==> config.mk <==
export PLATFORM = sky130hd
export DESIGN_NAME = pipeline_ctrl
export DESIGN_NICKNAME = d
export VERILOG_FILES = /design/src/rtl/pipeline_ctrl.sv
export SDC_FILE = /design/constraint.sdc
export NUM_CORES = 1
export LEC_CHECK = 0
export CAP_MARGIN = 10
export CORE_MARGIN = 8
export CORE_UTILIZATION = 37
export CTS_CLUSTER_DIAMETER = 80
export DETAILED_ROUTE_END_ITERATION = 10
export PLACE_DENSITY = 0.74
export SYNTH_ARGS = -nofsm -noshare
export SYNTH_HDL_FRONTEND = slang
export SYNTH_SLANG_ARGS = --single-unit
==> constraint.sdc <==
create_clock -name clk -period 2.3 [get_ports clk]
set_input_delay 0.23 -clock clk [delete_from_list [all_inputs] [get_ports clk]]
set_output_delay 0.23 -clock clk [all_outputs]
set_load 0.005 [all_outputs]
==> src/rtl/pipeline_ctrl.sv <==
// LC-3b pipeline sequencer: per-stage load/bubble control with
// load-use interlock, redirect squash and memory wait handling.
module pipeline_ctrl #(
  parameter int NUM_STAGES = 5,
  parameter int REG_W      = 3,
  parameter int CNT_W      = 16
) (
  input  logic                  clk,
  input  logic                  rst_n,
  input  logic                  imem_req,
  input  logic                  imem_resp,
  input  logic                  dmem_req,
  input  logic                  dmem_resp,
  input  logic [REG_W-1:0]      id_sr1,
  input  logic [REG_W-1:0]      id_sr2,
  input  logic                  id_sr1_used,
  input  logic                  id_sr2_used,
  input  logic [REG_W-1:0]      ex_dest,
  input  logic                  ex_is_load,
  input  logic                  redirect,
  output logic [NUM_STAGES-1:0] stage_load,
  output logic [NUM_STAGES-1:0] stage_bubble,
  output logic                  pc_load,
  output logic [1:0]            state,
  output logic [CNT_W-1:0]      stall_cycles
);

  localparam int N = NUM_STAGES;

  localparam logic [N-1:0] ALL     = '1;
  localparam logic [N-1:0] SQ_BUB  = {1'b0, {(N-2){1'b1}}, 1'b0};
  localparam logic [N-1:0] LU_LOAD = {{(N-2){1'b1}}, 2'b00};
  localparam logic [N-1:0] LU_BUB  = {{(N-3){1'b0}}, 3'b100};
  localparam logic [N-1:0] IW_LOAD = {{(N-1){1'b1}}, 1'b0};
  localparam logic [N-1:0] IW_BUB  = {{(N-2){1'b0}}, 2'b10};

  typedef enum logic [1:0] {
    RUN    = 2'd0,
    DWAIT  = 2'd1,
    IWAIT  = 2'd2,
    SQUASH = 2'd3
  } state_t;

  state_t cur, nxt;
  logic pend, pend_nxt;
  logic drop, drop_nxt;
  logic [CNT_W-1:0] cnt;

  logic dwait, take, luse, iwait;
  logic hit1, hit2;
  logic lu_only, iw_only;

  assign hit1  = id_sr1_used & (id_sr1 == ex_dest);
  assign hit2  = id_sr2_used & (id_sr2 == ex_dest);
  assign dwait = dmem_req & ~dmem_resp;
  assign take  = ~dwait & (redirect | pend);
  assign luse  = ex_is_load & (hit1 | hit2);
  // a stale fetch response after a redirect does not end the wait
  assign iwait = imem_req & (~imem_resp | drop);

  assign lu_only = luse & ~dwait & ~take;
  assign iw_only = iwait & ~dwait & ~take & ~luse;

  always_comb begin
    stage_load   = ALL;
    stage_bubble = '0;
    nxt          = RUN;
    pend_nxt     = pend;
    drop_nxt     = imem_resp ? 1'b0 : drop;
    unique case (1'b1)
      dwait: begin
        stage_load = '0;
        nxt        = DWAIT;
        pend_nxt   = pend | redirect;
      end
      take: begin
        stage_bubble = SQ_BUB;
        nxt          = SQUASH;
        pend_nxt     = 1'b0;
        if (imem_req & ~imem_resp)
          drop_nxt = 1'b1;
      end
      lu_only: begin
        stage_load   = LU_LOAD;
        stage_bubble = LU_BUB;
        nxt          = iwait ? IWAIT : RUN;
      end
      iw_only: begin
        stage_load   = IW_LOAD;
        stage_bubble = IW_BUB;
        nxt          = IWAIT;
      end
      default: ;
    endcase
    if (!rst_n) begin
      stage_load   = ALL;
      stage_bubble = ALL;
    end
  end

  always_ff @(posedge clk) begin
    if (!rst_n) begin
      cur  <= RUN;
      pend <= 1'b0;
      drop <= 1'b0;
      cnt  <= '0;
    end else begin
      cur  <= nxt;
      pend <= pend_nxt;
      drop <= drop_nxt;
      if (~&stage_load && ~&cnt)
        cnt <= cnt + CNT_W'(1);
    end
  end

  assign pc_load      = stage_load[0];
  assign state        = cur;
  assign stall_cycles = cnt;

endmodule

==> results.cfg <==
[timing]
report.final.setup_viol = 0
worstMarginPinSlew_ns = 0.464
fin_crit_sh = 0.943
min_period_ns = 2.17
fmax_ghz = 0.461
finalMaxSlewViolations = 0
finalHoldViolations = 0
setup_tns_ns = 0
final.setup.worst_slack_ns = 0.132
clock_skew_ns = 0.00829
max-slew-margin-rel = 0.687

[outcome]
outcome = finished, final reports clean

[logic_synthesis]
ys_warn_count = 0
synth-seq-cells = 20
syn_area_per_cell_um2 = 8.46
synth_top_family_by_area = compound AO/OA/AOI/OAI gates
synth-adder-area-share = 0.0113
yosysTopAreaCellShare = 0.361
synth_area_um2 = 1110
synthFlopType = dfxtp_1
async_reset_ff_frac = 0
synth_compound_area_frac = 0.260
synth_mux_area_frac = 0
synth_cell_types = 39
synth_xor_area_frac = 0.0474
syn_nets = 151
synth_top_area_cell = dfxtp_1
syn_inst = 131
synthSimpleGateAreaFrac = 0.235
synth.area.top_cells = dfxtp_1 (36%), o31ai_1 (5.4%), xnor2_1 (4.7%)
ys_seq_area_frac = 0.361
synth_edf_count = 0

[floorplan]
initial_core_util = 0.375
core_area_um2 = 2950
die-area_um2 = 5000
rows = 20
die_y_um = 70.7
pin_count = 48
die_w_um = 70.7

[placement]
dpl.hpwl_um = 2610
io_buffers = 47
preCtsSetupSlack_ns = -0.143
gp_congestion = 0.809

[detailed_routing]
antenna_left = 0
vias_per_cell = 5.39
drc_errors = 0
post_drt_wl_per_cell_um = 14.9
wl_um = 3280
via_count = 1186
drt_iter0_drc = 66
first_pass_iters = 4

[critical_path]
critical_path_class = input port to output pin
crit_path_max_fanout = 4
critPathTopFamily = buffers and inverters
path_buf_inv = 2
endpoint_kind = output pin
critPathRequiredTime_ns = 2.07
slowest_stage = clkdlybuf4s50_1
critPathLaunchType = input port
crit_chain = clkdlybuf4s50_1 > xnor2_1 > nand4_1 > a211oi_2 > o21ai_1 > clkdlybuf4s50_1
path_common_cell = clkdlybuf4s50_1
max_stage_delay_ns = 0.51
worstPathArrival_ns = 1.94

[grt]
grt_pass1_vias = 1164
grt_antenna_before_repair = 0
grt_max_degree = 11
grt_pass1_wl_um = 5420
grt-ovfl-total = 0
track_usage = 0.132

[power]
p_sw_frac = 0.257
p_per_area_nw_per_um2 = 404
power.total_mw = 0.686
clkPwrFrac = 0.243
p_comb_frac = 0.236
ir_worst_vdd_v = 0.000266
pwr-share-seq = 0.521
switching_power_mw = 0.177
power.leakage_nw = 0.581
intPower_mw = 0.509

[cells_and_area]
areaGrowthSynthToFinish_pct = 53.0
drive_gt1_frac = 0.123
n_fill_cell = 290
post-route-util = 0.575
antenna_cells = 0
fin_nets = 209

[min_path]
hp-class = flop to flop

[cts]
cts_made_buffers = 3
clk_latency_ns = 0.30
cts_max_path_buffers = 2
cts_hold_buffers = 0
cts_root_buf = clkbuf_4
clk_pin_slew_ns = 0.10
h-tree-depth = 1
cts_tree = yes
clock_sinks = 20

[run]
cap_violations = 0
## power by group through the flow
stage	sequential, mW	combinational, mW	clock, mW
after floorplan	0.369	0.0625	0
after global placement	0.365	0.156	0
after detailed placement	0.365	0.160	0
after CTS	0.357	0.162	0.174
after global routing	0.358	0.178	0.188
final	0.357	0.162	0.167
## stage by stage
step                      std cells  hold WS (ns)  area (µm²)
final                           220         0.509        1700
after global routing            220         0.528        1700
after CTS                       219         0.509        1680
after detailed placement        216         0.493        1650
after global placement          216         0.483        1650
after floorplan                 131         0.309        1110
## synth_stat cells (2+ instances only)
library cell and n:
a21oi_1 8, buf_4 5, dfxtp_1 20, inv_1 6, nand2_1 12, nand3_1 7, nand4_1 3, nor2_1 5
nor3_1 2, nor4_1 3, o211ai_1 3, o21a_1 3, o21ai_0 7, o21ai_1 2, o21bai_1 2, o31a_1 3
o31ai_1 8, or3_1 2, or4_1 5, xnor2_1 6
## metal layers
layer  vias to the layer above  part of all wire  GRT usage
li1                        600                 -          -
met1                       539              0.42      0.146
met2                        42              0.48      0.229
met3                         5             0.077     0.0424
met4                         0             0.018     0.0508
met5                         -                 0          0
## registers in the layout, summed over array words and instances (netlist names)
signal	cells
stall_cycles	16
drop	1
state	2
pend	1
## tightest hold or removal path, delay by kind of cell, from the launching register on
family | cells | cell delay (ns)
AOI/OAI and AO/OA | 2 | 0.13
DFF | 1 | 0.35
## worst paths after layout
path | start | cells after the start | endpoint | slack, ns
setup / recovery | ex_dest[1] | 6 | stage_load[1] | 0.13
hold / removal | stall_cycles[15]$_SDFFE_PN0P_ | 2 | stall_cycles[15]$_SDFFE_PN0P_ | 0.51
setup reg to reg | stall_cycles[9]$_SDFFE_PN0P_ | 7 | stall_cycles[11]$_SDFFE_PN0P_ | 0.15
hold reg to reg | stall_cycles[15]$_SDFFE_PN0P_ | 2 | stall_cycles[15]$_SDFFE_PN0P_ | 0.51
## cell usage in the layout (no fill, tap or decap), drive strengths merged, types with 2 or more instances in the layout
cell type,instances
or2,2
a21oi,8
clkbuf,3
nand2,12
buf,15
or4,5
nor2,5
o31ai,8
o31a,3
o211ai,4
nand3,8
dlymetal6s2s,2
nand4,3
nor4,3
o21bai,2
o21ai,9
nor3,2
o21a,3
a211oi,2
inv,6
clkdlybuf4s50,45
xnor2,6
or3,2
dfxtp,20
## timing repair
| action | in CTS | in global routing |
|---|---|---|
| gates resized for setup | 1 | 5 |
| pin swaps | 0 | 1 |
| setup buffers | 0 | 1 |
| gates cloned | 0 | 0 |
| endpoints found under the setup margin | 2 | 3 |
## kinds of logic after synthesis
family,Yosys count
simple gates,47
compound gates,42
flops,20
buf+inv,15
xor+xnor,6
fa+ha+maj,1
## area by class of cell
type / instances / area [µm²] / share of cell area
Clock buffer: 3 / 22.5 / 0.0133
Inverter: 6 / 22.5 / 0.0133
Multi-Input combinational cell: 96 / 622 / 0.367
Sequential cell: 20 / 400 / 0.236
Tap cell: 33 / 41.3 / 0.0243
Timing Repair Buffer: 62 / 588 / 0.347
Power figures use the tool's default switching activity.
